$ cat config.mk
export PLATFORM = sky130hd
export DESIGN_NAME = systolic_job_sequencer
export DESIGN_NICKNAME = d
export VERILOG_FILES = /design/src/rtl/systolic_job_sequencer.sv
export SDC_FILE = /design/constraint.sdc
export NUM_CORES = 1
export LEC_CHECK = 0
export CORE_ASPECT_RATIO = 1.2
export CORE_MARGIN = 2
export CORE_UTILIZATION = 55
export CTS_CLUSTER_SIZE = 24
export DETAILED_ROUTE_END_ITERATION = 7
export DONT_BUFFER_PORTS = 1
export GPL_TIMING_DRIVEN = 0
export PLACE_DENSITY = 0.7
export REMOVE_ABC_BUFFERS = 1
export SYNTH_ARGS = -nofsm -noshare
export SYNTH_HDL_FRONTEND = slang
export SYNTH_SLANG_ARGS = --single-unit
$ cat constraint.sdc
create_clock -name clk -period 33.2 [get_ports clk]
set_input_delay 3.32 -clock clk [delete_from_list [all_inputs] [get_ports clk]]
set_output_delay 3.32 -clock clk [all_outputs]
set_load 0.05 [all_outputs]
$ cat src/rtl/systolic_job_sequencer.sv
// Job sequencer for the systolic-array peripheral: takes one job descriptor,
// streams weights and inputs into the load ports, triggers inference and
// buffers the results in a small FIFO.
// Optional build macro TIMEOUT_EN adds a watchdog on the wait states (code 100).
module systolic_job_sequencer #(
  parameter int unsigned ROWS      = 8,
  parameter int unsigned MAX_BATCH = 64,
  parameter int unsigned RES_DEPTH = 4,
  parameter int unsigned TIMEOUT   = 1024
) (
  input  logic                        clk,
  input  logic                        n_rst,
  input  logic                        job_valid,
  output logic                        job_ready,
  input  logic [$clog2(MAX_BATCH):0]  job_batch,
  input  logic [1:0]                  job_act_mode,
  input  logic                        job_reuse_w,
  input  logic                        wdata_valid,
  output logic                        wdata_ready,
  input  logic [63:0]                 wdata,
  input  logic                        idata_valid,
  output logic                        idata_ready,
  input  logic [63:0]                 idata,
  output logic                        load_weights,
  output logic                        load_weights_en,
  output logic                        load_inputs_en,
  output logic                        start_inference,
  output logic [63:0]                 weight_reg,
  output logic [63:0]                 input_reg,
  output logic [1:0]                  activation_mode,
  input  logic                        controller_busy,
  input  logic                        weights_done,
  input  logic                        inputs_done,
  input  logic                        data_ready,
  input  logic                        occupancy_err,
  input  logic                        systolic_done,
  input  logic [63:0]                 output_reg,
  output logic                        res_valid,
  input  logic                        res_ready,
  output logic [63:0]                 res_data,
  output logic                        busy,
  output logic                        job_done,
  output logic                        err,
  output logic [2:0]                  err_code,
  input  logic                        err_clr
);

  localparam int unsigned CntW = $clog2(MAX_BATCH) + 1;
  localparam int unsigned AW   = $clog2(RES_DEPTH);
  localparam logic [CntW-1:0] CntOne = 1;
  localparam logic [AW:0]     PtrOne = 1;

  typedef enum logic [2:0] {StIdle, StWLoad, StWWait, StILoad, StRun, StDone, StError} state_e;

  state_e state_q, state_d;
  logic [2:0]      err_code_q, err_code_d;
  logic [CntW-1:0] batch_q, cnt_q, out_cnt_q;
  logic [1:0]      act_q;
  logic            wres_q, in_seen_q, sys_seen_q;
  logic            load_weights_q, start_q, lw_en_q, li_en_q;
  logic [63:0]     weight_q, input_q;
  logic [63:0]     mem_q [RES_DEPTH];
  logic [AW:0]     wr_ptr_q, rd_ptr_q;

  logic w_hs, i_hs, empty, full, push, pop, do_push, overflow, tmo_hit;

  assign w_hs     = wdata_valid & wdata_ready;
  assign i_hs     = idata_valid & idata_ready;
  assign empty    = (wr_ptr_q == rd_ptr_q);
  assign full     = (wr_ptr_q[AW] != rd_ptr_q[AW]) && (wr_ptr_q[AW-1:0] == rd_ptr_q[AW-1:0]);
  assign pop      = !empty & res_ready;
  assign push     = (state_q == StRun) & data_ready;
  // A push into a full FIFO is fine only when a pop frees a slot the same cycle
  assign do_push  = push & (!full | pop);
  assign overflow = push & full & !pop;

`ifdef TIMEOUT_EN
  localparam int unsigned TW = $clog2(TIMEOUT + 1);
  logic [TW-1:0] tmo_q;
  logic          tmo_active;
  assign tmo_active = (state_q == StWWait) || (state_q == StRun) ||
                      ((state_q == StILoad) && (cnt_q == batch_q));
  assign tmo_hit    = tmo_active && (tmo_q == TW'(TIMEOUT - 1));

  // Watchdog restarts on every state change and on every result word
  always_ff @(posedge clk or posedge n_rst) begin
    if (n_rst) tmo_q <= '0;
    else if (!tmo_active || (state_d != state_q) || data_ready) tmo_q <= '0;
    else tmo_q <= tmo_q + TW'(1);
  end
`else
  assign tmo_hit = 1'b0;
`endif

  // State and error-code register
  always_ff @(posedge clk or posedge n_rst) begin
    if (n_rst) begin
      state_q    <= StIdle;
      err_code_q <= 3'b000;
    end else begin
      state_q    <= state_d;
      err_code_q <= err_code_d;
    end
  end

  // Next-state logic; error sources override the normal flow with fixed priority
  always_comb begin
    state_d    = state_q;
    err_code_d = err_code_q;
    unique case (state_q)
      StIdle: begin
        if (job_valid) begin
          if ((job_batch == '0) || (job_batch > CntW'(MAX_BATCH))) begin
            state_d    = StError;
            err_code_d = 3'b001;
          end else if (job_reuse_w && wres_q) begin
            state_d = StILoad;
          end else begin
            state_d = StWLoad;
          end
        end
      end
      StWLoad: if (w_hs && (cnt_q == CntW'(ROWS - 1))) state_d = StWWait;
      StWWait: if (weights_done) state_d = StILoad;
      StILoad: if ((cnt_q == batch_q) && (in_seen_q || inputs_done)) state_d = StRun;
      StRun:   if ((out_cnt_q == batch_q) && (sys_seen_q || systolic_done)) state_d = StDone;
      StDone:  state_d = StIdle;
      StError: begin
        if (err_clr) begin
          state_d    = StIdle;
          err_code_d = 3'b000;
        end
      end
      default: state_d = StIdle;
    endcase
    if ((state_q != StIdle) && (state_q != StError)) begin
      if (occupancy_err) begin
        state_d    = StError;
        err_code_d = 3'b010;
      end else if (overflow) begin
        state_d    = StError;
        err_code_d = 3'b011;
      end else if (tmo_hit) begin
        state_d    = StError;
        err_code_d = 3'b100;
      end
    end
  end

  // Job latches, stream counters, sticky status and registered strobes
  always_ff @(posedge clk or posedge n_rst) begin
    if (n_rst) begin
      batch_q        <= '0;
      act_q          <= '0;
      wres_q         <= 1'b0;
      cnt_q          <= '0;
      out_cnt_q      <= '0;
      in_seen_q      <= 1'b0;
      sys_seen_q     <= 1'b0;
      load_weights_q <= 1'b0;
      start_q        <= 1'b0;
      lw_en_q        <= 1'b0;
      li_en_q        <= 1'b0;
      weight_q       <= '0;
      input_q        <= '0;
    end else begin
      if (job_valid && (state_q == StIdle)) begin
        batch_q <= job_batch;
        act_q   <= job_act_mode;
      end
      if (state_d == StError) wres_q <= 1'b0;
      else if ((state_q == StIdle) && (state_d == StWLoad)) wres_q <= 1'b0;
      else if ((state_q == StWWait) && (state_d == StILoad)) wres_q <= 1'b1;
      if (state_d != state_q) cnt_q <= '0;
      else if ((w_hs || i_hs) && (cnt_q < CntW'(MAX_BATCH))) cnt_q <= cnt_q + CntOne;
      if (state_q != StRun) out_cnt_q <= '0;
      else if (push && (out_cnt_q < CntW'(MAX_BATCH))) out_cnt_q <= out_cnt_q + CntOne;
      in_seen_q      <= (state_q == StILoad) && (in_seen_q || inputs_done);
      sys_seen_q     <= (state_q == StRun) && (sys_seen_q || systolic_done);
      load_weights_q <= (state_q == StIdle) && (state_d == StWLoad);
      start_q        <= (state_q == StILoad) && (state_d == StRun);
      lw_en_q        <= w_hs;
      li_en_q        <= i_hs;
      if (w_hs) weight_q <= wdata;
      if (i_hs) input_q <= idata;
    end
  end

  // Result FIFO; keeps draining regardless of sequencer state
  always_ff @(posedge clk or posedge n_rst) begin
    if (n_rst) begin
      wr_ptr_q <= '0;
      rd_ptr_q <= '0;
      for (int i = 0; i < RES_DEPTH; i++) mem_q[i] <= '0;
    end else begin
      if (do_push) begin
        mem_q[wr_ptr_q[AW-1:0]] <= output_reg;
        wr_ptr_q                <= wr_ptr_q + PtrOne;
      end
      if (pop) rd_ptr_q <= rd_ptr_q + PtrOne;
    end
  end

  // Outputs; peripheral strobes are forced low while in ERROR
  always_comb begin
    job_ready       = (state_q == StIdle);
    busy            = (state_q != StIdle);
    job_done        = (state_q == StDone);
    err             = (state_q == StError);
    err_code        = err_code_q;
    wdata_ready     = (state_q == StWLoad) && !controller_busy && !load_weights_q &&
                      (cnt_q < CntW'(ROWS));
    idata_ready     = (state_q == StILoad) && !controller_busy && (cnt_q < batch_q);
    load_weights    = load_weights_q && (state_q == StWLoad);
    load_weights_en = lw_en_q && (state_q != StError);
    load_inputs_en  = li_en_q && (state_q != StError);
    start_inference = start_q && (state_q == StRun);
    weight_reg      = weight_q;
    input_reg       = input_q;
    activation_mode = act_q;
    res_valid       = !empty;
    res_data        = mem_q[rd_ptr_q[AW-1:0]];
  end

endmodule

Yosys cells after proc, flatten, opt, wreduce, memory -nomap -nowiden

Cells that the tools add are included.

Add/sub/neg operators: 4
Order comparisons: 8
Eq/ne operators: 19
Mux-type cells: 32
Bitwise gates (word level): 10
Reduce and logical (&&, ||, !) cells: 39

Operators by type and width:

| kind                                                                         | count |
|---|---|
| 256-bit bitwise mux                                                          | 1 |
| 64-bit 2-to-1 mux                                                            | 3 |
| 64-bit binary-select mux with 2-bit select                                   | 1 |
| 64-bit demux with 2-bit select                                               | 1 |
| 3-bit 2-to-1 mux                                                             | 16 |
| 7-bit 2-to-1 mux                                                             | 4 |
| 1-bit logical AND                                                            | 24 |
| 3-bit case mux with 6 select lines                                           | 1 |
| 3-bit == test, second input constant                                         | 5 |
| 7-bit by 1-bit adder with 7-bit output, second input constant                | 2 |
| 7-bit == test                                                                | 2 |
| 7-bit less-than comparator, second input constant                            | 2 |
| 3-bit by 2-bit == test with 1-bit output, second input constant              | 3 |
| 1-bit AND                                                                    | 7 |
| 7-bit by 3-bit == test with 1-bit output, second input constant              | 1 |
| 7-bit > comparator, second input constant                                    | 1 |
| 7-bit zero test                                                              | 1 |
| 7-bit by 4-bit less-than comparator with 1-bit output, second input constant | 1 |
| 7-bit less-than comparator                                                   | 1 |
| 3-bit by 1-bit adder with 3-bit output, second input constant                | 2 |
| 3-bit by 1-bit == test with 1-bit output, second input constant              | 2 |
| 3-bit greater-or-equal comparator, second input constant                     | 2 |
| 3-bit != test, second input constant                                         | 2 |
| 2-bit inverter with 3-bit output                                             | 2 |
| 14 further kinds                                                             | 25 |

Flip-flop bits (word level): 426
Input bits: 215
Word-level logic and storage cells: 133

Depth between registers and ports, before layout

Depth in word-level cells: 16
Mapped depth: 9
Mapped depth without buffers: 8

Least setup slack after synthesis

Ideal clock, no wire load.

Kind: input-to-output
Start point: input port controller_busy
End point: output port wdata_ready
Data arrival time: 5.526 ns
Required time: 29.880 ns
Setup slack: 24.354 ns
Cell stages on the path: 2
Path through: or4_4 -> nor4b_1

Cells in the longest elaborated chain, start to end: 4

RTL lines:

| what                            | RTL line | source |
|---|---|---|
| start: declaration              | 31       | `input logic controller_busy,` |
| 1-bit zero test                 | 211      | `wdata_ready = (state_q == StWLoad) && !controller_busy && !load_weights_q &&` |
| 1-bit logical AND (3 in series) | 211      |  |
| end: declaration                | 19       | `output logic wdata_ready,` |

No other way between the ends.

Worst setup path in the final report

Ends and elaborated chain as after synthesis.

==> results.cfg <==
[clock_tree]
htree_levels = 2
cts.sinks = 426
insertion_delay_to_the_later_sink_of_the_worst_skew_pair_ns = 0.55
cts_resized = 0
cts_tree = done
tritoncts.num_buffers = 42
post_cts_buffers = 0
cts_root_buf = sky130_fd_sc_hd__clkbuf_16
ctsHoldBuffers = 0
clockBufferDepth = 3
clk_pin_slew_worst_paths_ns = 0.06

[global_routing]
grt.total_usage = 0.240
vias_in_the_first_global_route = 11200
busiest_layer = met2
largest_net_degree_at_the_start_of_global_routing = 137
grtUsageMet3 = 0.0724
grtUsageMet1 = 0.298
antenna_violations_before_repair = 5
global_route_wire_length_before_repair_mm = 64.5
gr_met2_demand_resource = 0.394
global_route.overflow_total = 0

[placed_design]
gpl.final_weighted_congestion = 0.850
dp.final_hpwl_mm = 27.8
place.port_buffers = 0

[timing]
worstMarginPinSlew_ns = 1.39
final_hold_viol_count = 0
min_period_ns = 8.34
max_freq_mhz = 120
finalSetupTns_ns = 0
max_clock_skew_ns = 0.0215
final_setup_violating_endpoints = 0
slew_headroom = 0.0700
hold_slack_ns = 0.488
rsz0062_at_grt = no
finalCritPeriodShare = 0.251
final-max-slew-violation-count = 0

[cells_and_area]
final-seq-area_um2 = 10700
fillers = 2467
syn_to_final_growth_pct = 11.3
largest_reg_flops = 256
number_of_nets_in_the_finished_design = 1510
multi_input_comb_area_um2 = 7280
layout-drive-gt1-share = 0.362

[logic_synthesis]
synth_largest_area_cell = sky130_fd_sc_hd__dfrtp_1
ys_seq_area_frac = 0.582
synth.area.top_cells = sky130_fd_sc_hd__dfrtp_1, sky130_fd_sc_hd__mux2_2, sky130_fd_sc_hd__mux4_2, sky130_fd_sc_hd__nand2_1, sky130_fd_sc_hd__mux2_1
synth_most_common_cell = sky130_fd_sc_hd__dfrtp_1
yosys.area.top_type_share = 0.582
post_synth_edffs = 0
ys_warn_count = 0
distinct_cell_type_count_after_synthesis = 63
asyncSetResetFlopFracSynth = 1.00
dominantRegCellSynth = sky130_fd_sc_hd__dfrtp_1
ys_seq_elements = 426
synthesis.area_um2 = 18300
syn_area_per_cell_um2 = 14.2
yosys-top-cells-count = sky130_fd_sc_hd__dfrtp_1, sky130_fd_sc_hd__mux2_2, sky130_fd_sc_hd__nand2_1, sky130_fd_sc_hd__mux4_2, sky130_fd_sc_hd__buf_2
syn_inst = 1290

[drt]
final_antenna_net_count = 0
via_per_inst = 5.93
route.final.wire_length_mm = 41.1
post-route-drc-count = 0
dr.pass1.iters = 5
drt_iter0_drcs = 612
detailroute.via_count = 10500
routedWlPerCell_um = 23.3

[critical_path]
max_fanout_on_critical_path = 3
timing.critical_path.from_type = primary input
crit_path_top_delay_cell = sky130_fd_sc_hd__nor4b_2
timing.critical_path.max_delay_family = simple AND/OR/NAND/NOR gates
cp.required_ns = 29.88
timing.critical_path.arrival_ns = 5.02
critPathKind = in2out
crit_chain = or4_4 > nor4b_2
critical-path-max-stage-delay_ns = 1.16
worst_setup_path_end_kind = output port
cp_num_buf_inv = 0

[die]
core_um2 = 33000
fp.dieArea_um2 = 34800
die_width_um = 171
floorplan.initialDensity = 0.556
top_level_ports = 423
std_cell_rows = 73
chipHeight_um = 204

[power]
pwr_density_cell_nw_per_um2 = 119
vdd_ir_drop_max_uv = 75.4
power.static_leakage_nw = 9.52

[min_path]
hp-class = reg2reg

[outcome]
status = finished clean

[job]
maxCapViolCount = 0
[cell families after synthesis]
group                    after synthesis  share of synthesized area
flip-flops                           426                      0.582
multiplexers                         388                      0.278
AND/OR/NAND/NOR                      310                     0.0780
buffers and inverters                 85                     0.0238
AO/OA/AOI/OAI                         46                     0.0189
XOR/XNOR                              21                     0.0100
adder cells (fa/ha/maj)               14                    0.00956
[per-layer routing]
metal / vias up / share of wire
li1: 4537 / -
met1: 5447 / 0.39
met2: 389 / 0.49
met3: 93 / 0.082
met4: 2 / 0.039
met5: - / 0.00032
[final cells by class]
type                            instances  share of cell area
Sequential cell                       426               0.523
Multi-Input combinational cell        779               0.357
Clock buffer                           62              0.0621
Tap cell                              450              0.0276
Timing Repair Buffer                   14              0.0164
Clock inverter                         15              0.0102
Inverter                               18             0.00368
Antenna cell                            2            0.000245
[power breakdown]
part	total [mW]	switching [mW]	internal [mW]
combinational	0.785	0.477	0.308
clock	0.498	0.200	0.297
sequential	1.14	0.408	0.734
[through the flow]
stage | util | setup WS, ns | instances | area [um2] | power, mW
3_3_place_gp | 0.562 | 13.97 | 1673 | 18500 | 1.91
4_1_cts | 0.619 | 24.87 | 1764 | 20400 | 2.44
3_5_place_dp | 0.574 | 24.87 | 1687 | 18900 | 1.94
2_1_floorplan | - | 18.02 | 1223 | 18000 | 1.77
5_1_grt | 0.619 | 24.85 | 1766 | 20400 | 2.53
6_report | 0.619 | 24.86 | 1766 | 20400 | 2.42
[path summary, 6_finish.rpt]
kind / depth (start not counted) / from / endpoint / slack [ns]
max reg2reg: 6 / state_q[2] / cnt_q[4] / 29.89
min in group asynchronous: 1 / n_rst / input_reg[24] / 2.66
max in group asynchronous: 3 / n_rst / mem_q[243] / 29.07
min: 1 / mem_q[21] / mem_q[21] / 0.49
max: 2 / controller_busy / wdata_ready / 24.86
min reg2reg: 1 / mem_q[21] / mem_q[21] / 0.49
[placed cells by master, fill, tap and decap left out, types with 3 or more instances in the layout]
cell type / n
sky130_fd_sc_hd__mux4_2: 64
sky130_fd_sc_hd__xor2_1: 14
sky130_fd_sc_hd__xnor2_1: 7
sky130_fd_sc_hd__nor2_1: 21
sky130_fd_sc_hd__nand3_1: 7
sky130_fd_sc_hd__clkinvlp_4: 3
sky130_fd_sc_hd__clkbuf_8: 12
sky130_fd_sc_hd__nand4_1: 4
sky130_fd_sc_hd__and4_1: 5
sky130_fd_sc_hd__and3_1: 5
sky130_fd_sc_hd__nand2_1: 216
sky130_fd_sc_hd__dfrtp_1: 424
sky130_fd_sc_hd__mux2_2: 297
sky130_fd_sc_hd__nor3_1: 9
sky130_fd_sc_hd__a211oi_1: 3
sky130_fd_sc_hd__ha_1: 14
sky130_fd_sc_hd__buf_16: 9
sky130_fd_sc_hd__clkbuf_1: 7
sky130_fd_sc_hd__mux2_1: 26
sky130_fd_sc_hd__a31oi_1: 3
sky130_fd_sc_hd__clkinv_2: 5
sky130_fd_sc_hd__o21ai_0: 14
sky130_fd_sc_hd__buf_12: 3
sky130_fd_sc_hd__bufinv_16: 4
sky130_fd_sc_hd__inv_1: 17
sky130_fd_sc_hd__nand2_4: 4
sky130_fd_sc_hd__a21oi_1: 6
sky130_fd_sc_hd__nor4_1: 3
sky130_fd_sc_hd__nand3b_1: 4
sky130_fd_sc_hd__clkbuf_16: 43
sky130_fd_sc_hd__and2_1: 4
No activity file was read; power rests on OpenSTA's default activity.
